`config.mk`:
```
export PLATFORM = sky130hd
export DESIGN_NAME = idec_pipe_flat
export DESIGN_NICKNAME = d
export VERILOG_FILES = /design/src/rtl/idec_pipe_if.sv /design/src/rtl/idec_pipe.sv /design/src/flat_wrapper.sv
export SDC_FILE = /design/constraint.sdc
export NUM_CORES = 1
export LEC_CHECK = 0
export ABC_AREA = 1
export BUFFER_PORTS_ARGS = -buffer_cell sky130_fd_sc_hd__clkbuf_2
export CORE_MARGIN = 2
export CORE_UTILIZATION = 25
export DETAILED_ROUTE_END_ITERATION = 8
export PLACE_DENSITY = 0.44
export SLEW_MARGIN = 20
export SYNTH_ARGS = -nofsm -noshare
export SYNTH_HDL_FRONTEND = slang
export SYNTH_SLANG_ARGS = --single-unit
```
`constraint.sdc`:
```
create_clock -name clk -period 7.5 [get_ports clk]
set_clock_uncertainty 0.05 [all_clocks]
set_input_delay 0.75 -clock clk [delete_from_list [all_inputs] [get_ports clk]]
set_output_delay 0.75 -clock clk [all_outputs]
set_load 0.02 [all_outputs]
```
`src/rtl/idec_pipe_if.sv`:
```
// idec_pipe_if: fetch-side and execute-side handshakes of the decode stage.
//   slave  : decoder view (takes the instruction beat, drives the decoded beat)
//   master : environment view (fetch drives in_*, execute drives out_ready)
// Signals:
//   in_valid/in_ready/in_instr/in_pc        instruction beat from fetch
//   out_valid/out_ready                     decoded-beat handshake
//   out_alu/out_rn/out_rd/out_imm/out_op2   operand fields
//   out_s/out_reg_we/out_mem_we/out_ib/out_bl/out_bv/out_und  control
interface idec_pipe_if #(
    parameter int PC_W   = 32,
    parameter int REG_AW = 4
);
    logic              in_valid;
    logic              in_ready;
    logic [31:0]       in_instr;
    logic [PC_W-1:0]   in_pc;
    logic              out_valid;
    logic              out_ready;
    logic [3:0]        out_alu;
    logic [REG_AW-1:0] out_rn;
    logic [REG_AW-1:0] out_rd;
    logic              out_imm;
    logic [11:0]       out_op2;
    logic              out_s;
    logic              out_reg_we;
    logic              out_mem_we;
    logic              out_ib;
    logic              out_bl;
    logic [PC_W-1:0]   out_bv;
    logic              out_und;

    modport slave (
        input  in_valid, in_instr, in_pc, out_ready,
        output in_ready, out_valid, out_alu, out_rn, out_rd, out_imm, out_op2,
               out_s, out_reg_we, out_mem_we, out_ib, out_bl, out_bv, out_und
    );

    modport master (
        output in_valid, in_instr, in_pc, out_ready,
        input  in_ready, out_valid, out_alu, out_rn, out_rd, out_imm, out_op2,
               out_s, out_reg_we, out_mem_we, out_ib, out_bl, out_bv, out_und
    );
endinterface

```
`src/rtl/idec_pipe.sv`:
```
// idec_pipe: one-stage pipelined instruction decoder.
//   clk, rst_n : clock, asynchronous active-low reset
//   cpsr_in    : {N,Z,C,V} used for the condition check of the accepted beat
//   flags_wb   : pulse, one flag-setting instruction has written CPSR
//   flush      : drop the held output and any pending squash
//   bus        : idec_pipe_if.slave, instruction in / decoded beat out
// A conditional instruction is held while any flag-setting instruction is in
// flight so it always sees final flags. After a taken branch the next
// SQUASH_N fetch beats are wrong-path and are swallowed.
module idec_pipe #(
    parameter int PC_W     = 32,
    parameter int REG_AW   = 4,
    parameter int MAX_PEND = 3,
    parameter int SQUASH_N = 2
) (
    input  logic         clk,
    input  logic         rst_n,
    input  logic [3:0]   cpsr_in,
    input  logic         flags_wb,
    input  logic         flush,
    idec_pipe_if.slave   bus
);
    localparam int PW = (MAX_PEND < 1) ? 1 : $clog2(MAX_PEND + 1);
    localparam int SW = (SQUASH_N < 1) ? 1 : $clog2(SQUASH_N + 1);
    localparam int XW = PC_W + 32;

    typedef enum logic {RUN, SQUASH} state_t;

    typedef struct packed {
        logic [3:0]        alu;
        logic [REG_AW-1:0] rn;
        logic [REG_AW-1:0] rd;
        logic              imm;
        logic [11:0]       op2;
        logic              s;
        logic              reg_we;
        logic              mem_we;
        logic              ib;
        logic              bl;
        logic [PC_W-1:0]   bv;
        logic              und;
    } dec_t;

    state_t          state, state_nxt;
    logic [SW-1:0]   sq_cnt, sq_nxt;
    logic [PW-1:0]   pcnt;
    logic            out_v;
    dec_t            q, d;
    logic            pass, hold, rdy, load, is_br;
    logic [31:0]     ins;
    logic [REG_AW+3:0] rn_z, rd_z;
    logic [XW-1:0]   bv_x;

    assign ins  = bus.in_instr;
    // Zero-extend first, then take the low REG_AW bits: covers both widening
    // and truncating register index widths.
    assign rn_z = {{REG_AW{1'b0}}, ins[19:16]};
    assign rd_z = {{REG_AW{1'b0}}, ins[15:12]};
    assign bv_x = XW'(bus.in_pc) + XW'(8) + XW'(signed'({ins[23:0], 2'b00}));
    assign is_br = (ins[27:25] == 3'b101);

    // Condition check against the live CPSR.
    always_comb begin
        logic n, z, c, v;
        {n, z, c, v} = cpsr_in;
        pass = 1'b0;
        case (ins[31:28])
            4'h0: pass = z;
            4'h1: pass = !z;
            4'h2: pass = c;
            4'h3: pass = !c;
            4'h4: pass = n;
            4'h5: pass = !n;
            4'h6: pass = v;
            4'h7: pass = !v;
            4'h8: pass = c && !z;
            4'h9: pass = !c || z;
            4'hA: pass = (n == v);
            4'hB: pass = (n != v);
            4'hC: pass = !z && (n == v);
            4'hD: pass = z || (n != v);
            4'hE: pass = 1'b1;
            default: pass = 1'b0;
        endcase
    end

    always_comb begin
        d        = '0;
        d.alu    = ins[24:21];
        d.rn     = rn_z[REG_AW-1:0];
        d.rd     = rd_z[REG_AW-1:0];
        d.imm    = ins[25];
        d.op2    = ins[11:0];
        case (ins[27:25])
            3'b000, 3'b001: begin
                d.reg_we = 1'b1;
                d.s      = ins[20];
            end
            3'b010, 3'b011: begin
                d.reg_we = ins[20];
                d.mem_we = !ins[20];
            end
            3'b101: begin
                d.alu    = '0;
                d.rn     = '0;
                d.rd     = '0;
                d.reg_we = 1'b1;
                d.ib     = 1'b1;
                d.bl     = ins[24];
                d.bv     = bv_x[PC_W-1:0];
            end
            default: d.und = 1'b1;
        endcase
    end

    // Conditional beats wait for in-flight flag writers; flag setters wait
    // for a free pending slot.
    assign hold = ((ins[31:28] != 4'hE) && (pcnt != '0)) ||
                  (pass && d.s && (pcnt == PW'(MAX_PEND)));

    always_comb begin
        state_nxt = state;
        sq_nxt    = sq_cnt;
        rdy       = 1'b0;
        case (state)
            RUN: begin
                rdy = (!out_v || bus.out_ready) && !hold;
                if (bus.in_valid && rdy && pass && is_br && (SQUASH_N != 0)) begin
                    state_nxt = SQUASH;
                    sq_nxt    = SW'(SQUASH_N);
                end
            end
            SQUASH: begin
                rdy = 1'b1;
                if (bus.in_valid) begin
                    sq_nxt = sq_cnt - SW'(1);
                    if (sq_cnt == SW'(1)) state_nxt = RUN;
                end
            end
            default: state_nxt = RUN;
        endcase
        if (flush) begin
            rdy       = 1'b0;
            state_nxt = RUN;
            sq_nxt    = '0;
        end
    end

    assign load = bus.in_valid && rdy && pass && (state == RUN);

    always_ff @(posedge clk or negedge rst_n) begin
        if (!rst_n) begin
            state  <= RUN;
            sq_cnt <= '0;
        end else begin
            state  <= state_nxt;
            sq_cnt <= sq_nxt;
        end
    end

    always_ff @(posedge clk or negedge rst_n) begin
        if (!rst_n) begin
            out_v <= 1'b0;
            q     <= '0;
        end else if (flush) begin
            out_v <= 1'b0;
        end else if (load) begin
            out_v <= 1'b1;
            q     <= d;
        end else if (bus.out_ready) begin
            out_v <= 1'b0;
        end
    end

    // Pending flag-writer count; events in the same cycle net out, and the
    // result never goes below zero.
    always_ff @(posedge clk or negedge rst_n) begin
        logic [PW:0] up, dn;
        if (!rst_n) begin
            pcnt <= '0;
        end else begin
            up = {1'b0, pcnt} + (PW+1)'(load && d.s);
            dn = (PW+1)'(flags_wb && (pcnt != '0)) + (PW+1)'(flush && out_v && q.s);
            pcnt <= (up > dn) ? PW'(up - dn) : '0;
        end
    end

    assign bus.in_ready   = rdy;
    assign bus.out_valid  = out_v;
    assign bus.out_alu    = q.alu;
    assign bus.out_rn     = q.rn;
    assign bus.out_rd     = q.rd;
    assign bus.out_imm    = q.imm;
    assign bus.out_op2    = q.op2;
    assign bus.out_s      = q.s;
    assign bus.out_reg_we = q.reg_we;
    assign bus.out_mem_we = q.mem_we;
    assign bus.out_ib     = q.ib;
    assign bus.out_bl     = q.bl;
    assign bus.out_bv     = q.bv;
    assign bus.out_und    = q.und;
endmodule

```
`src/flat_wrapper.sv`:
```
// flat-port wrapper written by rule: the top's interface ports become plain ports
module idec_pipe_flat 
#(
    parameter int PC_W     = 32,
    parameter int REG_AW   = 4,
    parameter int MAX_PEND = 3,
    parameter int SQUASH_N = 2
)
  (clk, rst_n, cpsr_in, flags_wb, flush, bus_in_valid, bus_in_instr, bus_in_pc, bus_out_ready, bus_in_ready, bus_out_valid, bus_out_alu, bus_out_rn, bus_out_rd, bus_out_imm, bus_out_op2, bus_out_s, bus_out_reg_we, bus_out_mem_we, bus_out_ib, bus_out_bl, bus_out_bv, bus_out_und);
  idec_pipe_if #(.PC_W(PC_W), .REG_AW(REG_AW)) bus_i ();
  input  logic clk;
  input  logic rst_n;
  input  logic [3:0] cpsr_in;
  input  logic flags_wb;
  input  logic flush;
  input wire logic [$bits(bus_i.in_valid)-1:0] bus_in_valid;
  input wire logic [$bits(bus_i.in_instr)-1:0] bus_in_instr;
  input wire logic [$bits(bus_i.in_pc)-1:0] bus_in_pc;
  input wire logic [$bits(bus_i.out_ready)-1:0] bus_out_ready;
  output wire logic [$bits(bus_i.in_ready)-1:0] bus_in_ready;
  output wire logic [$bits(bus_i.out_valid)-1:0] bus_out_valid;
  output wire logic [$bits(bus_i.out_alu)-1:0] bus_out_alu;
  output wire logic [$bits(bus_i.out_rn)-1:0] bus_out_rn;
  output wire logic [$bits(bus_i.out_rd)-1:0] bus_out_rd;
  output wire logic [$bits(bus_i.out_imm)-1:0] bus_out_imm;
  output wire logic [$bits(bus_i.out_op2)-1:0] bus_out_op2;
  output wire logic [$bits(bus_i.out_s)-1:0] bus_out_s;
  output wire logic [$bits(bus_i.out_reg_we)-1:0] bus_out_reg_we;
  output wire logic [$bits(bus_i.out_mem_we)-1:0] bus_out_mem_we;
  output wire logic [$bits(bus_i.out_ib)-1:0] bus_out_ib;
  output wire logic [$bits(bus_i.out_bl)-1:0] bus_out_bl;
  output wire logic [$bits(bus_i.out_bv)-1:0] bus_out_bv;
  output wire logic [$bits(bus_i.out_und)-1:0] bus_out_und;
  assign bus_i.in_valid = bus_in_valid;
  assign bus_i.in_instr = bus_in_instr;
  assign bus_i.in_pc = bus_in_pc;
  assign bus_i.out_ready = bus_out_ready;
  assign bus_in_ready = bus_i.in_ready;
  assign bus_out_valid = bus_i.out_valid;
  assign bus_out_alu = bus_i.out_alu;
  assign bus_out_rn = bus_i.out_rn;
  assign bus_out_rd = bus_i.out_rd;
  assign bus_out_imm = bus_i.out_imm;
  assign bus_out_op2 = bus_i.out_op2;
  assign bus_out_s = bus_i.out_s;
  assign bus_out_reg_we = bus_i.out_reg_we;
  assign bus_out_mem_we = bus_i.out_mem_we;
  assign bus_out_ib = bus_i.out_ib;
  assign bus_out_bl = bus_i.out_bl;
  assign bus_out_bv = bus_i.out_bv;
  assign bus_out_und = bus_i.out_und;
  idec_pipe #(.PC_W(PC_W), .REG_AW(REG_AW), .MAX_PEND(MAX_PEND), .SQUASH_N(SQUASH_N)) u_core (.clk(clk), .rst_n(rst_n), .cpsr_in(cpsr_in), .flags_wb(flags_wb), .flush(flush), .bus(bus_i));
endmodule
```
==> flow_summary.yaml, run 1 <==
timing:
  timing.hold.ws_ns: 0.422
  setup_total_negative_slack_ns: 0
  fin_crit_sh_pct: 50.3
  fin_max_slew_vios: 0
  rsz0062_at_grt: "no"
  max-slew-margin-rel_pct: 35.8
  achievable-frequency_mhz: 265
  finalSetupViolations: 0
  period_minus_slack_ns: 3.78
  timing_worst_slew_pin_value_ns: 0.962
  finalHoldViolations: 0
critical_path:
  worst-r2r-setup-slack_ns: 4.09
  last_element_of_the_critical_path: "u_core.pcnt[1]$_DFF_PN0_"
  criticalPathCategory: "input port to flip-flop"
  r2r.worst_path.cells: 14
  timing.critical_path.mode_cell: "nor2_1"
  critical-path-slowest-cell: "buf_4"
  cp_max_fo: 79
  crit_buf_inv: 4
  timing.critical_path.max_delay_family: "simple AND/OR/NAND/NOR gates"
  startpoint_type: "input port"
  cp.arrival_ns: 4.00
  worst_r2r_startpoint: "u_core.pcnt[1]$_DFF_PN0_"
  max_stage_delay_ns: 0.62
  critPathCaptureType: "flip-flop"
  cp.depth: 19
  crit_chain: "clkbuf_2, inv_1, nor2_1, nand2_1, a21boi_1, nor2_1, nand3_2, nand2_2, nand4_4, buf_4, nor2_1, ha_1, inv_1, fa_1, or2_2, o21ai_0, o21ai_0, a21oi_1, o21a_1"
  worst_ep_required_time_ns: 7.73
  startpoint: "bus_in_instr[28]"
  worst_r2r_endpoint: "u_core.pcnt[1]$_DFF_PN0_"
floorplanning:
  floorplan.die_area_um2: 22500
  chipHeight_um: 150
  rows: 53
  chipWidth_um: 150
  core_um2: 21000
  initial_utilization_pct: 25.5
  design.portCount: 139
route:
  via_per_inst: 4.51
  dr.first_iter.drc_count: 257
  first_pass_iters: 4
  detail-route-antenna-nets: 0
  drt-total-wl_mm: 17.1
  route.detailed.wl_per_inst_um: 14.8
  drc_errors: 0
  total_via_count_in_the_routed_design: 5220
worst_hold_path:
  hold_start: "u_core.bus.out_op2[2]$_DFFE_PN0P_"
  min-delay-path-class: "flip-flop to flip-flop"
power:
  power.density_cell_area_nw_per_um2: 213
  peakVddDrop_mv: 0.0860
  total_power_mw: 1.40
  cellLeakagePower_nw: 3.74
yosys:
  synth_top_flop_cell: "dfrtp_1"
  synth_async_sr_flop_share_pct: 100
  synth.cell_area_um2: 5330
  synth.net_count: 880
  syn-mean-instance-area_um2: 7.19
  synth-warning-count: 0
  synth_top_cell_area_share_pct: 32.4
  post_synthesis_cells: 742
  ff_latch_count_synth: 69
  synth.area.top_cells: "dfrtp_1 (32%), nand2_1 (17%), ha_1 (15%)"
  yosys.cell_types.count: 34
  sequential_area_share_after_synthesis_pct: 32.4
  synth_area_leader_cell: "dfrtp_1"
  number_of_enable_flip_flop_cells_after_synthesis: 0
final_layout:
  syn2layout_area_growth_pct: 23.6
  num_antenna_cells: 0
  drive_gt1_share_pct: 19.0
  utilization_pct: 31.5
  nNetsFinal: 1015
run_status:
  run_status: "finished clean"
clocking:
  numClockSinks: 69
  clock_tree.htree_level_count: 3
  max-clock-path-buffers: 2
  clkTransAtPathRegs_ns: 0.06
  root_buffer_cell: "clkbuf_16"
  post_cts_hold_buffer_count: 0
  cts-buffers-inserted: 9
  cts_tree: "yes"
  cts.repair.resized: 0
  worstSkewPairLatency_ns: 0.34
  total_setup_buffers_inserted_after_cts: 0
placed_design:
  place_congestion: 0.838
  port_buffers: 138
  dpl.hpwl_mm: 13.5
global_route:
  gr-usage-all-layers_pct: 15.5
  grt_max_degree: 80
  grt_overflow: 0
  grt_first_pass_wirelength_mm: 27.0
  via_count_of_the_first_global_routing_pass: 5082
  grt_antenna_before_repair: 0
job:
  maxCapViolations: 0
==> cell type report <==
type	count	area [µm²]
clock buffer	12	246
clock inverter	4	47.5
fill	2375	14400
inverter	66	248
multi-input combinational	590	3260
sequential	69	1730
tap	275	344
timing repair buffer	141	716
==> Yosys cell counts (2+ instances only) <==
cell type and instances:
ha_1 62, o21ai_0 24, a21oi_1 36, or2_2 3, clkbuf_1 4, o21ai_1 10, nand4_1 15, buf_6 2
a21oi_2 2, nor3_1 3, xor2_1 15, a21o_1 5, fa_1 2, buf_2 8, nor2_2 2, a21boi_0 2
inv_1 65, nor2_1 58, xnor2_1 3, buf_4 3, nand3_1 82, o21bai_1 5, nand3b_1 4, nand2_1 246
dfrtp_1 69, o21a_1 4
==> layer usage <==
layer  vias up  routed length (µm)  global-route usage (%)
met3        10                 852                    2.84
met5         -                   0                       0
met4         0                 179                    4.29
li1       2717                   -                       -
met2       108                7980                    25.8
met1      2385                8080                    20.6
==> worst min-delay path, delay by kind of cell, from the launching register on <==
kind	cells	cell delay [ns]
flops	1	0.34
simple gates	2	0.11
==> kinds of logic (layout without fill, tap and decap cells) <==
family	after synthesis	in the layout	share of synthesized area (%)
buffers and inverters	83	223	6.52
DFF	69	69	32.4
AOI/OAI and AO/OA	89	89	9.29
xor gates and xnor gates	18	18	2.96
adders and majority gates	64	64	15.3
and+or+nand+nor	419	419	33.6
==> sequential cells by signal (all words and copies together) (netlist names), 2 cells and up <==
register and cells:
u_core.bus.out_rd 4, u_core.bus.out_rn 4, u_core.bus.out_alu 4, u_core.sq_cnt 2, u_core.bus.out_bv 32, u_core.bus.out_op2 12
u_core.pcnt 2
==> stage by stage <==
stage | instance area, µm² | cells | setup slack (ns)
floorplan | 5330 | 742 | 4.05
global placement | 6300 | 1141 | 3.39
detailed placement | 6300 | 1141 | 3.33
CTS | 6590 | 1157 | 3.69
global route | 6590 | 1157 | 3.38
finish | 6590 | 1157 | 3.72
==> layout by cell type (no fill, tap or decap), types with 2 or more instances in the layout <==
cell type and count:
o21bai_1 5, nand3b_1 4, nor2_1 58, xnor2_1 3, a21oi_2 2, dfrtp_1 69, o21ai_1 10, nor3_1 3
a21o_1 5, fa_1 2, clkbuf_16 9, ha_1 62, inv_1 65, nand4_1 15, nand3_1 82, xor2_1 15
nor2_4 2, a21oi_1 36, clkbuf_1 2, buf_4 4, nand2_1 246, clkinv_2 2, o21ai_0 24, a21boi_0 2
clkbuf_2 137, or2_2 3, o21a_1 4
==> worst min path at each step <==
stage / slack (ns) / depth (start not counted) / end
floorplan: 0.40 / 0 / u_core.bus.out_alu[0]$_DFFE_PN0P_
global placement: 0.41 / 2 / u_core.bus.out_op2[3]$_DFFE_PN0P_
detailed placement: 0.41 / 2 / u_core.bus.out_op2[5]$_DFFE_PN0P_
CTS: 0.43 / 2 / u_core.bus.out_op2[2]$_DFFE_PN0P_
global route: 0.45 / 2 / u_core.bus.out_op2[6]$_DFFE_PN0P_
finish: 0.42 / 2 / u_core.bus.out_op2[2]$_DFFE_PN0P_
==> power by group <==
part | switching (mW) | leakage [nW] | internal (mW)
Combinational | 0.326 | 2.68 | 0.167
Sequential | 0.0380 | 0.917 | 0.437
Clock | 0.168 | 0.143 | 0.266
Note: power is estimated with default switching activity, not from simulation.
==> run 2, diff against run 1 <==
--- a/config.mk
+++ b/config.mk
@@ -10,7 +10,7 @@
 export CORE_MARGIN = 2
 export CORE_UTILIZATION = 25
 export DETAILED_ROUTE_END_ITERATION = 8
-export PLACE_DENSITY = 0.44
+export PLACE_DENSITY = 0.45
 export SLEW_MARGIN = 20
 export SYNTH_ARGS = -nofsm -noshare
 export SYNTH_HDL_FRONTEND = slang
==> constraint.sdc (replaced) <==
create_clock -name clk -period 3.17 [get_ports clk]
set_clock_uncertainty 0.05 [all_clocks]
set_input_delay 0.317 -clock clk [delete_from_list [all_inputs] [get_ports clk]]
set_output_delay 0.317 -clock clk [all_outputs]
set_load 0.02 [all_outputs]
==> run 2 against run 1 <==
Compared with the run above: clock power is 110% higher; setup slack got worse by 3.3 ns; cell area about the same; wire length grew 1.0%; non-clock buffer count grew 6; flip-flop and latch count unchanged.
==> flow_summary.yaml, run 2 (synthesized netlist as in run 1, its figures left out) <==
run_status:
  run_status: "finished clean"
route:
  dr.first_iter.drc_count: 252
  route.detailed.wl_per_inst_um: 14.9
  via_per_inst: 4.51
  total_via_count_in_the_routed_design: 5237
  drt-total-wl_mm: 17.3
  first_pass_iters: 5
  detail-route-antenna-nets: 0
  drc_errors: 0
final_layout:
  nNetsFinal: 1021
  drive_gt1_share_pct: 19.4
  largest_register_ff_count: 32
  mostFrequentLayoutCells: "nand2_1 (246), clkbuf_2 (137), nand3_1 (82)"
  num_antenna_cells: 0
  layoutNonFillerInstCount: 1161
  syn2layout_area_growth_pct: 23.6
  layout.cells.most_common: "nand2_1"
job:
  maxCapViolations: 0
timing:
  setup_slack_ns: 0.388
  setup_total_negative_slack_ns: 0
  finalSetupViolations: 0
  rsz0062_at_grt: "no"
  timing_worst_slew_pin_value_ns: 0.959
  fin_crit_sh_pct: 87.8
  achievable-frequency_mhz: 359
  fin_max_slew_vios: 0
  period_minus_slack_ns: 2.78
  timing.hold.ws_ns: 0.0646
  max-slew-margin-rel_pct: 36.1
  finalHoldViolations: 0
power:
  clock_network_fraction_of_design_power_pct: 28.2
  power.share.sequential_pct: 35.1
  share_comb_of_total_power_pct: 36.7
  internal_power_mw: 1.95
  peakVddDrop_mv: 0.192
  cellLeakagePower_nw: 3.75
  total_power_mw: 3.20
  power.density_cell_area_nw_per_um2: 485
  swShare_pct: 38.9
  net-switching-power_mw: 1.25
floorplanning:
  design.portCount: 139
  rows: 53
  core_um2: 21000
  floorplan.die_area_um2: 22500
  chipHeight_um: 150
  initial_utilization_pct: 25.5
  chipWidth_um: 150
worst_hold_path:
  min-delay-path-class: "input port to async pin"
critical_path:
  startpoint_type: "input port"
  cp.arrival_ns: 3.01
  criticalPathCategory: "input port to flip-flop"
  worst-r2r-setup-slack_ns: 0.40
  worst_r2r_startpoint: "u_core.pcnt[1]$_DFF_PN0_"
  cp_max_fo: 6
  r2r.worst_path.cells: 13
  worst_r2r_endpoint: "u_core.pcnt[1]$_DFF_PN0_"
  critPathCaptureType: "flip-flop"
  worst_ep_required_time_ns: 3.40
clocking:
  cts-buffers-inserted: 9
  max-clock-path-buffers: 2
  numClockSinks: 69
  cts.repair.resized: 0
  clkTransAtPathRegs_ns: 0.07
  cts_tree: "yes"
  worstSkewPairLatency_ns: 0.34
  clock_tree.htree_level_count: 3
  post_cts_hold_buffer_count: 0
  root_buffer_cell: "clkbuf_16"
  total_setup_buffers_inserted_after_cts: 0
global_route:
  grt_first_pass_wirelength_mm: 27.5
  grt_antenna_before_repair: 0
  via_count_of_the_first_global_routing_pass: 5158
  gr-usage-all-layers_pct: 15.9
  grt_overflow: 0
  grt_max_degree: 79
placed_design:
  place_congestion: 0.860
  place_inst: 1147
  detailedPlace.worstSlack_ns: 0.0695
  dpl.hpwl_mm: 13.7
  port_buffers: 138
==> run 2: routing by layer <==
metal | GRT usage (%) | vias to the layer above | wire length (µm)
li1 | - | 2732 | -
met1 | 21.1 | 2368 | 8230
met2 | 26.1 | 113 | 7910
met3 | 2.77 | 24 | 761
met4 | 5.33 | 0 | 361
met5 | 0 | - | 0
==> run 2: critical path: stages <==
cell and delay [ns]:
clkbuf_2 0.13, inv_1 0.06, nor2_1 0.18, nand2_1 0.07
a21boi_1 0.14, nor2_1 0.08, inv_1 0.07, nor2_2 0.05
nor2_4 0.10, nand4_4 0.08, nor2_1 0.11, ha_1 0.17
inv_1 0.06, fa_1 0.50, or2_2 0.32, o21ai_0 0.14
o21ai_0 0.14, a21oi_1 0.16, o21a_1 0.13
==> run 2: power groups by stage <==
stage	Sequential, mW	Combinational, mW	Clock [mW]
2_1_floorplan	1.32	0.569	0
3_3_place_gp	1.14	1.19	0
3_5_place_dp	1.14	1.18	0
4_1_cts	1.12	1.19	0.937
5_1_grt	1.14	1.33	0.968
6_report	1.12	1.17	0.902
==> run 2: cell type report <==
type / count / area (µm²)
clock buffer: 11 / 233
fill: 2351 / 14400
timing repair buffer: 147 / 761
multi-input combinational: 590 / 3260
sequential: 69 / 1730
clock inverter: 3 / 15.0
tap: 275 / 344
inverter: 66 / 248
==> run 2: worst max path at each step <==
stage,startpoint,endpoint
after floorplan,cpsr_in[0],u_core.pcnt[1]$_DFF_PN0_
after global placement,bus_in_instr[28],u_core.pcnt[1]$_DFF_PN0_
after detailed placement,bus_in_instr[28],u_core.pcnt[1]$_DFF_PN0_
after CTS,u_core.pcnt[1]$_DFF_PN0_,u_core.pcnt[1]$_DFF_PN0_
after global routing,bus_in_instr[31],u_core.pcnt[1]$_DFF_PN0_
final,bus_in_instr[28],u_core.pcnt[1]$_DFF_PN0_
==> run 2: stage by stage <==
step | cell area [µm²] | util, %
after detailed placement | 6340 | 30.3
after floorplan | 5330 | -
after global routing | 6590 | 31.5
final | 6590 | 31.5
after global placement | 6340 | 30.3
after CTS | 6590 | 31.5
